`src/rtl/uart_tx_flow_if.sv`:
```
// Byte handshake between a data source and the UART transmitter.
// The source drives data/valid; the transmitter answers with ready.
interface uart_tx_flow_if #(
   parameter int DATA_BITS = 8
) ();
   logic [DATA_BITS-1:0] tx_data;
   logic                 tx_valid;
   logic                 tx_ready;

   modport master (
      output tx_data,
      output tx_valid,
      input  tx_ready
   );

   modport slave (
      input  tx_data,
      input  tx_valid,
      output tx_ready
   );
endinterface

```
`src/rtl/uart_tx_flow.sv`:
```
// UART transmitter with byte FIFO and CTS/RTS hardware flow control.
// Frames: start, data LSB first, optional parity, 1 or 2 stop bits.
module uart_tx_flow #(
   parameter int CLKS_PER_BIT = 16,
   parameter int DATA_BITS    = 8,
   parameter int PARITY_EN    = 0,
   parameter int PARITY_ODD   = 0,
   parameter int STOP_BITS    = 1,
   parameter int FIFO_DEPTH   = 4
) (
   input  logic                        clk,
   input  logic                        rst_,
   uart_tx_flow_if.slave               tx,
   input  logic                        cts_n,
   output logic                        sout_data,
   output logic                        rts_n,
   output logic                        busy,
   output logic [$clog2(FIFO_DEPTH):0] fifo_count
);

   localparam int AW = $clog2(FIFO_DEPTH);
   localparam int CW = AW + 1;
   localparam int BW = $clog2(CLKS_PER_BIT);
   localparam logic [BW-1:0] BAUD_MAX  = BW'(CLKS_PER_BIT - 1);
   localparam logic [2:0]    LAST_DATA = 3'(DATA_BITS - 1);
   localparam logic [2:0]    LAST_STOP = 3'(STOP_BITS - 1);

   typedef enum logic [2:0] {
      IDLE, START, DATA, PARITY, STOP
   } state_t;

   state_t state, next_state;

   logic [DATA_BITS-1:0] mem [FIFO_DEPTH];
   logic [AW-1:0]        wr_ptr, rd_ptr;
   logic [BW-1:0]        baud;
   logic [2:0]           idx;
   logic [7:0]           shift;
   logic                 cts_s1, cts_s2, cts_ok;
   logic                 push, pop, tc, par;
   logic                 sout_d, busy_d, rts_d;

   assign cts_ok      = !cts_s2;
   assign tx.tx_ready = (fifo_count != CW'(FIFO_DEPTH));
   assign push        = tx.tx_valid && tx.tx_ready;
   assign pop         = (state == IDLE) && (fifo_count != '0) && cts_ok;
   assign tc          = (baud == '0);
   assign par         = (^shift[DATA_BITS-1:0]) ^ (PARITY_ODD != 0);

   // Two-flop synchroniser for the asynchronous clear-to-send input.
   always_ff @(posedge clk or posedge rst_) begin
      if (rst_) begin
         cts_s1 <= 1'b1;
         cts_s2 <= 1'b1;
      end else begin
         cts_s1 <= cts_n;
         cts_s2 <= cts_s1;
      end
   end

   // FIFO storage; contents are don't-care until a pointer reaches them.
   always_ff @(posedge clk) begin
      if (push) mem[wr_ptr] <= tx.tx_data;
   end

   // FIFO pointers and occupancy; push+pop together leaves count unchanged.
   always_ff @(posedge clk or posedge rst_) begin
      if (rst_) begin
         wr_ptr     <= '0;
         rd_ptr     <= '0;
         fifo_count <= '0;
      end else begin
         if (push) wr_ptr <= wr_ptr + AW'(1);
         if (pop)  rd_ptr <= rd_ptr + AW'(1);
         if (push && !pop)      fifo_count <= fifo_count + CW'(1);
         else if (pop && !push) fifo_count <= fifo_count - CW'(1);
      end
   end

   // FSM state register.
   always_ff @(posedge clk or posedge rst_) begin
      if (rst_) state <= IDLE;
      else      state <= next_state;
   end

   // FSM next-state: each bit period ends on baud terminal count.
   always_comb begin
      next_state = state;
      unique case (state)
         IDLE:   if (pop) next_state = START;
         START:  if (tc) next_state = DATA;
         DATA:   if (tc && idx == LAST_DATA)
                    next_state = (PARITY_EN != 0) ? PARITY : STOP;
         PARITY: if (tc) next_state = STOP;
         STOP:   if (tc && idx == LAST_STOP) next_state = IDLE;
         default: next_state = IDLE;
      endcase
   end

   // Shift register, baud down-counter and bit index within a state.
   always_ff @(posedge clk or posedge rst_) begin
      if (rst_) begin
         baud  <= '0;
         idx   <= '0;
         shift <= '0;
      end else if (pop) begin
         shift <= 8'(mem[rd_ptr]);
         baud  <= BAUD_MAX;
         idx   <= '0;
      end else if (state != IDLE) begin
         if (tc) begin
            baud <= BAUD_MAX;
            idx  <= (next_state != state) ? 3'd0 : idx + 3'd1;
         end else begin
            baud <= baud - BW'(1);
         end
      end
   end

   // FSM outputs, computed here and registered below.
   always_comb begin
      sout_d = 1'b1;
      unique case (state)
         START:   sout_d = 1'b0;
         DATA:    sout_d = shift[idx];
         PARITY:  sout_d = par;
         default: sout_d = 1'b1;
      endcase
      busy_d = (next_state != IDLE);
      rts_d  = !((fifo_count != '0) || busy);
   end

   // Output registers; reset forces the line high without a clock.
   always_ff @(posedge clk or posedge rst_) begin
      if (rst_) begin
         sout_data <= 1'b1;
         busy      <= 1'b0;
         rts_n     <= 1'b1;
      end else begin
         sout_data <= sout_d;
         busy      <= busy_d;
         rts_n     <= rts_d;
      end
   end

endmodule

```
`src/flat_wrapper.sv`:
```
// flat-port wrapper written by rule: the top's interface ports become plain ports
module uart_tx_flow_flat 
#(
   parameter int CLKS_PER_BIT = 16,
   parameter int DATA_BITS    = 8,
   parameter int PARITY_EN    = 0,
   parameter int PARITY_ODD   = 0,
   parameter int STOP_BITS    = 1,
   parameter int FIFO_DEPTH   = 4
)
  (clk, rst_, cts_n, sout_data, rts_n, busy, fifo_count, tx_tx_data, tx_tx_valid, tx_tx_ready);
  uart_tx_flow_if #(.DATA_BITS(DATA_BITS)) tx_i ();
  input  logic clk;
  input  logic rst_;
  input  logic cts_n;
  output logic sout_data;
  output logic rts_n;
  output logic busy;
  output logic [$clog2(FIFO_DEPTH):0] fifo_count;
  input wire logic [$bits(tx_i.tx_data)-1:0] tx_tx_data;
  input wire logic [$bits(tx_i.tx_valid)-1:0] tx_tx_valid;
  output wire logic [$bits(tx_i.tx_ready)-1:0] tx_tx_ready;
  assign tx_i.tx_data = tx_tx_data;
  assign tx_i.tx_valid = tx_tx_valid;
  assign tx_tx_ready = tx_i.tx_ready;
  uart_tx_flow #(.CLKS_PER_BIT(CLKS_PER_BIT), .DATA_BITS(DATA_BITS), .PARITY_EN(PARITY_EN), .PARITY_ODD(PARITY_ODD), .STOP_BITS(STOP_BITS), .FIFO_DEPTH(FIFO_DEPTH)) u_core (.clk(clk), .rst_(rst_), .tx(tx_i), .cts_n(cts_n), .sout_data(sout_data), .rts_n(rts_n), .busy(busy), .fifo_count(fifo_count));
endmodule
```
`config.mk`:
```
export PLATFORM = sky130hd
export DESIGN_NAME = uart_tx_flow_flat
export DESIGN_NICKNAME = d
export VERILOG_FILES = /design/src/rtl/uart_tx_flow_if.sv /design/src/rtl/uart_tx_flow.sv /design/src/flat_wrapper.sv
export SDC_FILE = /design/constraint.sdc
export NUM_CORES = 1
export LEC_CHECK = 0
export ABC_AREA = 0
export BUFFER_PORTS_ARGS = -buffer_cell sky130_fd_sc_hd__buf_2
export CAP_MARGIN = 20
export CORE_MARGIN = 8
export CORE_UTILIZATION = 55
export CTS_CLUSTER_SIZE = 10
export DETAILED_ROUTE_END_ITERATION = 10
export GPL_ROUTABILITY_DRIVEN = 0
export GPL_TIMING_DRIVEN = 0
export PLACE_DENSITY = 0.78
export SYNTH_ARGS = -nofsm -noshare
export SYNTH_HDL_FRONTEND = slang
export SYNTH_SLANG_ARGS = --single-unit
```
`constraint.sdc`:
```
create_clock -name clk -period 3.5 [get_ports clk]
set_input_delay 0.35 -clock clk [delete_from_list [all_inputs] [get_ports clk]]
set_output_delay 0.35 -clock clk [all_outputs]
set_load 0.005 [all_outputs]
```
==> run summary <==
The number of enable-type register cells in the synthesized netlist came out at 32. Detailed placement finished with a half-perimeter wire length of 3310 um. In this design, the largest share of critical-path delay is due to buffers and inverters. Setup repair after global routing left no endpoint under its margin. The number of nets in the layout came out at 229. The worst setup path is launched from a flip-flop. The via density per instance came out at 5.55. The final global-route overflow total is 0.

For this run, design rule violations remaining after detail routing come to 0. The maximum VDD drop is 0.415 mV. Entering global routing, the biggest net connects 31 pins. The number of antenna repair diodes is 0. The number of maximum-capacitance constraint violations came out at 0. The floorplan die width is 86.8 um. The combined area of all synthesized cells came out at 0.00275 mm^2.

The die outline height is 86.8 um. The number of endpoints with negative hold slack in the final report came out at 0. TritonCTS built the clock tree. The area of combinational cells with multiple inputs is 938 um^2. Data on the critical path is required at its endpoint by 3.72 ns. The flow ran to the end, and the final reports show no timing, DRC or antenna violations.

The maximum level of the CTS H-tree came out at 3. The critical path goes through buf_2 -> or3_4 -> buf_6 -> nor3_4 -> buf_6 -> inv_1 -> ha_1 -> inv_1 -> fa_1 -> mux2_2. Dividing total power by cell area gives a power density of 608 mW/mm^2. The worst pin sits at a relative slew slack of 61.3%. The share of the clock period used by the worst path after layout came out at 75.6%. The number of buffer cells added on primary ports is 18.

Among all flip-flop cells after synthesis, the most frequent one is sky130_fd_sc_hd__edfxtp_1. The delay of the slowest critical-path stage came out at 0.41 ns. The fraction of the core area covered by cells at the end of the flow is 66.7%. The first global-routing pass estimated 7590 um of wire.

The post-synthesis sequential element count is 62. The clock period minus final worst setup slack is 2.65 ns. The tree is rooted in a sky130_fd_sc_hd__clkbuf_8. The fraction of synthesis flops using an asynchronous set or reset pin is 48.4%. The warning count from the yosys run came out at 0. The starting density of the core came out at 57.5%. The actual slew at the worst max-slew pin is 0.580 ns. The number of sinks handled by clock tree synthesis is 62. At the worst endpoint, the arrival time is 2.87 ns. The number of global-route vias before repair is 1601.

The count of nets left with antenna violations after detail routing came out at 0. The cell count after synthesis came out at 177. The average detailed-routed wire length per instance is 17.0 um. The initial antenna violation count is 0. In this run the worst path has a maximum fanout of 10. Of the synthesized area, sequential elements account for 62.3%. The number of buffers on the longest clock path is 2. The count of boundary I/O pins is 19. The number of buffers inserted for hold repair after clock tree synthesis came out at 0. The static leakage came out at 1.27 nW. The area taken by flip-flops and latches came out at 0.00172 mm^2. The min-delay analysis places its worst path in the category in -> async. The worst setup path is captured at a flip-flop.

After clock tree synthesis, the clock-pin slew on the worst setup and hold paths is 0.07 ns. The synthesized netlist net count is 199. The worst path buffer plus inverter count is 5. The fraction of layout cells with a size suffix above 1 came out at 33.0%. From synthesis to final layout, the design area changed by 15.9%. The number of vias in the routed layout is 1548. The total area inside the core boundary comes to 0.00479 mm^2. The number of distinct standard cells referenced by the synthesized netlist is 41.

The number of setup violations in the final report is 0. The mean instance size in the synthesized netlist is 15.6 um^2. For this run, the detailed router's first-pass iteration total came to 4. The critical path is of the reg -> reg type. The critical path's slowest cell is sky130_fd_sc_hd__fa_1. The total routed wirelength came out at 4750 um. The post-CTS setup repair buffer count came out at 0. The clock skew came out at 0.0104 ns. The overall global routing resource usage came out at 13.7%.

The clock reaches the later pin of the worst-skew pair after 0.34 ns. The maximum clock rate came out at 0.378 GHz. The count of filler cells inserted in the layout came out at 335.

The number of CTS-inserted buffers came out at 9. In this run, post-CTS repair resized a total of 0 instances. The total negative slack came out at 0 ns. The floorplan step defined a die boundary enclosing 0.00753 mm^2. The total number of placement rows is 25. The count of final max-slew check failures is 0. The number of violations reported at the end of detailed-routing iteration 0 came out at 56.
==> cell families (layout without fill, tap and decap cells) <==
logic type | count (synthesis) | in the layout | synth area share, %
AO/OA/AOI/OAI | 19 | 19 | 4.50
AND/OR/NAND/NOR | 32 | 32 | 6.82
buffers and inverters | 19 | 54 | 3.59
multiplexers | 22 | 22 | 13.5
adder cells (fa/ha/maj) | 10 | 10 | 4.82
flip-flops | 62 | 62 | 62.3
XOR/XNOR | 13 | 13 | 4.41
==> cell usage after synthesis, drive strengths merged (3+ instances only) <==
cell type	number	area, um^2
a31oi	3	18.8
buf	6	50.0
xnor2	10	95.1
inv	12	45.0
or3	3	23.8
o21ai	5	25.0
xor2	3	26.3
mux4	9	203
mux2	11	150
dfrtp	26	651
nor3	5	36.3
dfstp	4	105
a21oi	4	20.0
ha	9	113
nand2	5	21.3
and3	4	25.0
nor2	6	22.5
edfxtp	32	961
==> layout by cell type, fill, tap and decap left out, types with 4 or more instances in the layout <==
| master | instances |
|---|---|
| sky130_fd_sc_hd__dfstp_2 | 4 |
| sky130_fd_sc_hd__and3_1 | 4 |
| sky130_fd_sc_hd__buf_2 | 19 |
| sky130_fd_sc_hd__dfrtp_1 | 26 |
| sky130_fd_sc_hd__a21oi_1 | 4 |
| sky130_fd_sc_hd__xnor2_1 | 9 |
| sky130_fd_sc_hd__nor2_1 | 6 |
| sky130_fd_sc_hd__mux4_2 | 9 |
| sky130_fd_sc_hd__ha_1 | 9 |
| sky130_fd_sc_hd__edfxtp_1 | 32 |
| sky130_fd_sc_hd__mux2_4 | 7 |
| sky130_fd_sc_hd__inv_1 | 12 |
| sky130_fd_sc_hd__clkbuf_8 | 9 |
| sky130_fd_sc_hd__o21ai_0 | 5 |
| sky130_fd_sc_hd__nor3_1 | 4 |
| sky130_fd_sc_hd__mux2_2 | 4 |
| sky130_fd_sc_hd__nand2_1 | 4 |
==> area by class of cell <==
cell class | count | share of cell area (%)
repair buffers | 19 | 3.68
plain buffers | 7 | 1.69
flip-flops and latches | 62 | 53.8
inverters | 12 | 1.41
clock inverters | 7 | 3.53
clock buffers | 9 | 3.88
multi-input cells | 96 | 29.4
well taps | 67 | 2.63
==> state kept, by name, summed over array words and instances, names as in the netlist, 2 cells and up <==
name / flops
u_core.wr_ptr: 2
u_core.state: 3
u_core.fifo_count: 3
u_core.mem: 32
u_core.shift: 8
u_core.idx: 3
u_core.rd_ptr: 2
u_core.baud: 4
==> worst register-to-register path, cell delays in order (launching register included) <==
cell,delay [ns]
sky130_fd_sc_hd__dfrtp_1,0.35
sky130_fd_sc_hd__buf_2,0.17
sky130_fd_sc_hd__or3_4,0.38
sky130_fd_sc_hd__buf_6,0.14
sky130_fd_sc_hd__nor3_4,0.24
sky130_fd_sc_hd__buf_6,0.22
sky130_fd_sc_hd__inv_1,0.07
sky130_fd_sc_hd__ha_1,0.21
sky130_fd_sc_hd__inv_1,0.07
sky130_fd_sc_hd__fa_1,0.41
sky130_fd_sc_hd__mux2_2,0.28
==> layer usage <==
layer	track usage [%]	vias to the layer above	part of all wire (%)
li1	-	711	-
met1	14.5	786	41
met2	23.3	41	53
met3	5.20	10	4.5
met4	6.73	0	1.7
met5	0	-	0
==> final timing paths <==
check	startpoint	to	slack, ns	cells after the start
worst max-delay path	u_core.state[2]	u_core.fifo_count[1]	0.85	10
worst min-delay path	rst_	u_core.wr_ptr[1]	0.04	2
worst max register to register	u_core.state[2]	u_core.fifo_count[1]	0.85	10
worst min register to register	u_core.cts_s1	u_core.cts_s2	0.36	0
max in group asynchronous	rst_	u_core.sout_data	2.90	3
min in group clk	cts_n	u_core.cts_s1	0.11	1
==> report_power, final <==
part | internal [mW] | leakage [nW] | switching (mW) | total [mW]
Sequential | 0.886 | 0.627 | 0.0614 | 0.947
Combinational | 0.114 | 0.524 | 0.139 | 0.253
Clock | 0.469 | 0.119 | 0.272 | 0.741
Total | 1.47 | 1.27 | 0.473 | 1.94
==> stage by stage <==
step / instance area (um^2) / setup WS [ns] / power [mW] / hold WS [ns] / cells
floorplan: 2750 / 1.03 / 1.11 / 0.345 / 177
detailed placement: 2930 / 0.833 / 1.22 / 0.351 / 262
global placement: 2930 / 0.925 / 1.18 / 0.348 / 262
CTS: 3160 / 0.825 / 1.96 / 0.0961 / 278
finish: 3190 / 0.852 / 1.94 / 0.0410 / 279
global route: 3190 / 0.710 / 2.03 / 0.0593 / 279
(Power assumes the default switching activity.)
